`src/rtl/truss_multi_watchdog.sv`:
```
// Multi-channel watchdog timer: a shared tick prescaler drives NUM_CHANNELS independent
// one-shot/periodic timeout channels, each with a saturating expiry counter.
module truss_multi_watchdog #(
    parameter int NUM_CHANNELS   = 4,
    parameter int COUNTER_WIDTH  = 32,
    parameter int PRESCALE_WIDTH = 8
) (
    input  logic                                   clk,
    input  logic                                   reset_n,
    input  logic                                   cfg_we,
    input  logic [((NUM_CHANNELS > 1) ? $clog2(NUM_CHANNELS) : 1)-1:0] cfg_chan,
    input  logic [COUNTER_WIDTH-1:0]               cfg_limit,
    input  logic                                   cfg_periodic,
    input  logic                                   cfg_clr_count,
    input  logic [PRESCALE_WIDTH-1:0]              prescale,
    input  logic [NUM_CHANNELS-1:0]                arm,
    input  logic [NUM_CHANNELS-1:0]                kick,
    input  logic [NUM_CHANNELS-1:0]                ack,
    output logic [NUM_CHANNELS-1:0]                timeout,
    output logic [NUM_CHANNELS*COUNTER_WIDTH-1:0]  hdl_timeout_count,
    output logic                                   hdl_timeout
);

    localparam int CHAN_W = (NUM_CHANNELS > 1) ? $clog2(NUM_CHANNELS) : 1;
    localparam int CW     = COUNTER_WIDTH;

    typedef enum logic [1:0] {
        ST_IDLE    = 2'd0,
        ST_RUN     = 2'd1,
        ST_EXPIRED = 2'd2
    } chan_state_t;

    logic [PRESCALE_WIDTH-1:0] pre_cnt_reg, pre_cnt_next;
    logic                      tick;
    logic                      hdl_timeout_reg;

    // A counter left above a freshly lowered prescale wraps silently (no tick).
    always_comb begin
        tick         = (pre_cnt_reg == prescale);
        pre_cnt_next = pre_cnt_reg + 1'b1;
        if (pre_cnt_reg >= prescale) begin
            pre_cnt_next = '0;
        end
    end

    always_ff @(posedge clk or negedge reset_n) begin
        if (!reset_n) begin
            pre_cnt_reg     <= '0;
            hdl_timeout_reg <= 1'b0;
        end else begin
            pre_cnt_reg     <= pre_cnt_next;
            hdl_timeout_reg <= |timeout;
        end
    end

    assign hdl_timeout = hdl_timeout_reg;

    genvar gi;
    generate
        for (gi = 0; gi < NUM_CHANNELS; gi++) begin : g_chan
            chan_state_t   state_reg, state_next;
            logic [CW-1:0] cnt_reg, cnt_next;
            logic [CW-1:0] limit_reg, limit_next;
            logic [CW-1:0] exp_reg, exp_next;
            logic          periodic_reg, periodic_next;
            logic          to_reg, to_next;
            logic          cfg_hit;
            logic          at_limit;
            logic          expire_evt;
            logic [CW:0]   cnt_inc;

            // Out-of-range channel numbers never match any instance, so they are dropped.
            assign cfg_hit  = cfg_we && (cfg_chan == CHAN_W'(gi));
            assign cnt_inc  = {1'b0, cnt_reg} + {{CW{1'b0}}, 1'b1};
            // ">=" rather than "==" so a limit lowered below the running count fires next tick.
            assign at_limit = (limit_reg == '0) || (cnt_inc >= {1'b0, limit_reg});

            always_comb begin
                state_next    = state_reg;
                cnt_next      = cnt_reg;
                to_next       = 1'b0;
                expire_evt    = 1'b0;
                limit_next    = cfg_hit ? cfg_limit : limit_reg;
                periodic_next = cfg_hit ? cfg_periodic : periodic_reg;
                exp_next      = exp_reg;

                if (!arm[gi]) begin
                    state_next = ST_IDLE;
                    cnt_next   = '0;
                end else begin
                    case (state_reg)
                        ST_IDLE: begin
                            state_next = ST_RUN;
                            cnt_next   = '0;
                        end
                        ST_RUN: begin
                            if (kick[gi]) begin
                                cnt_next = '0;
                            end else if (tick) begin
                                if (at_limit) begin
                                    expire_evt = 1'b1;
                                    to_next    = 1'b1;
                                    if (periodic_reg) begin
                                        cnt_next = '0;
                                    end else begin
                                        state_next = ST_EXPIRED;
                                    end
                                end else begin
                                    cnt_next = cnt_inc[CW-1:0];
                                end
                            end
                        end
                        ST_EXPIRED: begin
                            if (ack[gi]) begin
                                state_next = ST_RUN;
                                cnt_next   = '0;
                            end else begin
                                to_next = 1'b1;
                            end
                        end
                        default: begin
                            state_next = ST_IDLE;
                            cnt_next   = '0;
                        end
                    endcase
                end

                if (cfg_hit && cfg_clr_count) begin
                    exp_next = '0;
                end else if (expire_evt && (exp_reg != {CW{1'b1}})) begin
                    exp_next = exp_reg + 1'b1;
                end
            end

            always_ff @(posedge clk or negedge reset_n) begin
                if (!reset_n) begin
                    state_reg    <= ST_IDLE;
                    cnt_reg      <= '0;
                    limit_reg    <= {CW{1'b1}};
                    periodic_reg <= 1'b0;
                    exp_reg      <= '0;
                    to_reg       <= 1'b0;
                end else begin
                    state_reg    <= state_next;
                    cnt_reg      <= cnt_next;
                    limit_reg    <= limit_next;
                    periodic_reg <= periodic_next;
                    exp_reg      <= exp_next;
                    to_reg       <= to_next;
                end
            end

            assign timeout[gi]                                = to_reg;
            assign hdl_timeout_count[gi*CW +: CW]             = exp_reg;
        end
    endgenerate

endmodule

```
`config.mk`:
```
export PLATFORM = sky130hd
export DESIGN_NAME = truss_multi_watchdog
export DESIGN_NICKNAME = d
export VERILOG_FILES = /design/src/rtl/truss_multi_watchdog.sv
export SDC_FILE = /design/constraint.sdc
export NUM_CORES = 1
export LEC_CHECK = 0
export ABC_CLOCK_PERIOD_IN_PS = 6100
export CAP_MARGIN = 20
export CORE_ASPECT_RATIO = 1.25
export CORE_MARGIN = 5
export CORE_UTILIZATION = 55
export DETAILED_ROUTE_END_ITERATION = 7
export HOLD_SLACK_MARGIN = 0.15
export PLACE_DENSITY = 0.76
export SYNTH_ARGS = -nofsm -noshare
export SYNTH_HDL_FRONTEND = slang
export SYNTH_SLANG_ARGS = --single-unit
```
`constraint.sdc`:
```
create_clock -name clk -period 6.1 [get_ports clk]
set_input_delay 0.61 -clock clk [delete_from_list [all_inputs] [get_ports clk]]
set_output_delay 0.61 -clock clk [all_outputs]
set_load 0.01 [all_outputs]
```
==> run metrics, run 1 <==
initial antenna violation count 2; RSZ-0062 raised after global routing no; IO Count 192; Area Overhead vs Synth 16.0%; # fillers 3650; Required @ worst endpoint 6590 ps; DIE HEIGHT 248 µm; DR vias 21100; Core Rows 87; Port Buffers 191; CP Launch Type flip-flop; worst clock skew 10.1 ps; CTS Buf Count 44; share of cells above drive strength 1 between 10% and 20%; syn_area_per_cell 9.23 µm²; clk buf depth 3; Worst Tran Pin Value ~1100 ps; FF+latch count, synth roughly 410; HPWL after DPL approximately 48000 µm; synth cell count leaders 281 x dfrtp_1, 278 x nand2_1, 193 x inv_1; routability cong. 0.911; Yosys warning count 0; Post-Syn Area 0.0250 mm²; total wire length 66000 µm; status complete, no violations; Mapped Cells 2705; ys async rst share 100%; endpoints failing setup 0; Reg2Reg Depth 13; total global routing overflow 0; Synth cell types 83; Reg2Reg Setup Slack 820 ps; Final Max Slew Viols 0; largest net degree at the start of global routing 152; WL/cell between 15 and 20 µm; WHS 157 ps; clock root cell clkbuf_16; Die X-Extent ~200 µm; post-route ant nets 0; Worst-path clk slew 60 ps; hold-fix buffer count after cts 0; crit end category flip-flop; DRT iter0 DRCs approximately 1400; syn nets a little under 3000; core area 0.0451 mm²; number of max-cap violations 0; Period minus WS final 5280 ps; post-synth top area share 28.2%; Setup TNS Final 0 ps; Hold/Removal Path Class input port to asynchronous set/reset pin; Fin. Hold Viols 0; nets 3082; worst vdd ir 0.000216 V; drt pass-1 iters 5; Post-synth EDFFs 0; post-cts sizing count 0; Synth Flop Type dfrtp_1; Max Clock Freq 189 MHz; post-CTS setup buffer count 0; gr usage total 26.0%; largest area contributor in the netlist dfrtp_1; vias in the first global route 21200; Arrival @ worst endpoint 5770 ps; clock sinks 409; count leader, synth dfrtp_1; worst flop-to-flop path startpoint g_chan[2].cnt_reg[2]; Area contributors post-synth dfrtp_1 28%, dfstp_2 13%, ha_1 8.1%; clk_lat worst skew 570 ps; first-pass GRT wire length 108000 µm; P per Cell Area 243 mW/mm²; H-tree depth 2; DIE AREA 0.0498 mm²; clock tree from TritonCTS done; r2r endpoint g_chan[2].cnt_reg[7]; Slew Limit Headroom around 30%; via density per instance 6.09; sequential area share after synthesis 41.6%; initial core utilization 55.4%; DRC 0; CP Class flip-flop to flip-flop; Period Utilization, post-route 86.6%; Leakage 12.6 nW; largest fanout on the critical path 13
[cells in the final DEF (no fill, tap or decap), types with 109 or more instances in the layout]
master and n:
a21oi_1 149, nand2_1 278, clkdlybuf4s50_1 190, dfrtp_1 281
nor2_1 140, xnor2_1 109, nand3_1 116, ha_1 161
dfstp_2 128, inv_1 193, o21ai_0 186
[cells by family (layout without fill, tap and decap cells)]
kind of cell / Yosys count / count (layout) / synth area share, %
adder cells (fa/ha/maj): 161 / 161 / 8.07
XOR/XNOR: 152 / 152 / 5.33
flip-flops: 409 / 409 / 41.6
buffers and inverters: 299 / 489 / 4.68
AND/OR/NAND/NOR: 1021 / 1021 / 21.3
AO/OA/AOI/OAI: 556 / 556 / 14.2
multiplexers: 107 / 107 / 4.80
other: 0 / 1 / 0
[layout make-up]
type                    instances  area [µm²]  share of cell area, %
repair buffers                217        2140                   7.41
multi-input cells            1997       13400                   46.4
clock inverters                21         219                  0.756
well taps                     578         723                   2.50
clock buffers                  58        1310                   4.52
inverters                     193         724                   2.50
diodes                          1        2.50                0.00864
flip-flops and latches        409       10400                   35.9
[power breakdown]
part	leakage, nW	internal [mW]	switching, mW
Sequential	5.25	3.04	0.178
Combinational	6.61	0.404	0.593
Clock	0.754	1.68	1.14
Total	12.6	5.12	1.91
[layer usage]
layer	GRT usage, %	up-vias	routed length, µm
li1	-	10100	-
met1	32.0	10300	26900
met2	45.8	623	32700
met3	4.77	147	3630
met4	10.2	2	2670
met5	0	-	13
[per-stage QoR]
stage          total power [mW]  utilization, %  setup WS (ps)  cells  area [µm²]
3_3_place_gp               4.17            60.8            947   3392       27400
4_1_cts                    7.08            64.2            885   3472       28900
6_report                   7.03            64.3            817   3474       29000
5_1_grt                    7.36            64.3            265   3473       29000
2_1_floorplan              3.87               -           1730   2705       25000
3_5_place_dp               4.24            60.8            950   3393       27400
[worst max-delay path: stages, from the launching register on]
cell      delay (ps)
dfrtp_1          460
nand3_1          170
nor3_1           610
nand2b_1         230
or2_2            380
xnor2_1          230
ha_1             310
and4_1           220
a221oi_1         350
o21ai_0          190
o311ai_1         810
nand4_1          660
or3_1            510
o21ai_0           80
[worst max-delay path by stage]
stage,from,to,cells after the start
global route,g_chan[2].cnt_reg[2],g_chan[2].cnt_reg[25],14
detailed placement,g_chan[2].cnt_reg[2],g_chan[2].cnt_reg[7],13
finish,g_chan[2].cnt_reg[2],g_chan[2].cnt_reg[7],13
floorplan,g_chan[1].cnt_reg[10],g_chan[1].cnt_reg[31],17
CTS,g_chan[2].cnt_reg[2],g_chan[2].cnt_reg[7],13
global placement,g_chan[2].cnt_reg[2],g_chan[2].cnt_reg[8],13
Note: power is estimated with default switching activity, not from simulation.
==> run 2, diff against run 1 <==
--- a/config.mk
+++ b/config.mk
@@ -10,6 +10,7 @@
 export CORE_ASPECT_RATIO = 1.25
 export CORE_MARGIN = 5
 export CORE_UTILIZATION = 55
+export CTS_CLUSTER_SIZE = 25
 export DETAILED_ROUTE_END_ITERATION = 7
 export HOLD_SLACK_MARGIN = 0.15
 export PLACE_DENSITY = 0.76
==> results of run 2 <==
Final layout, timing and power as in run 1 (identical DEF).
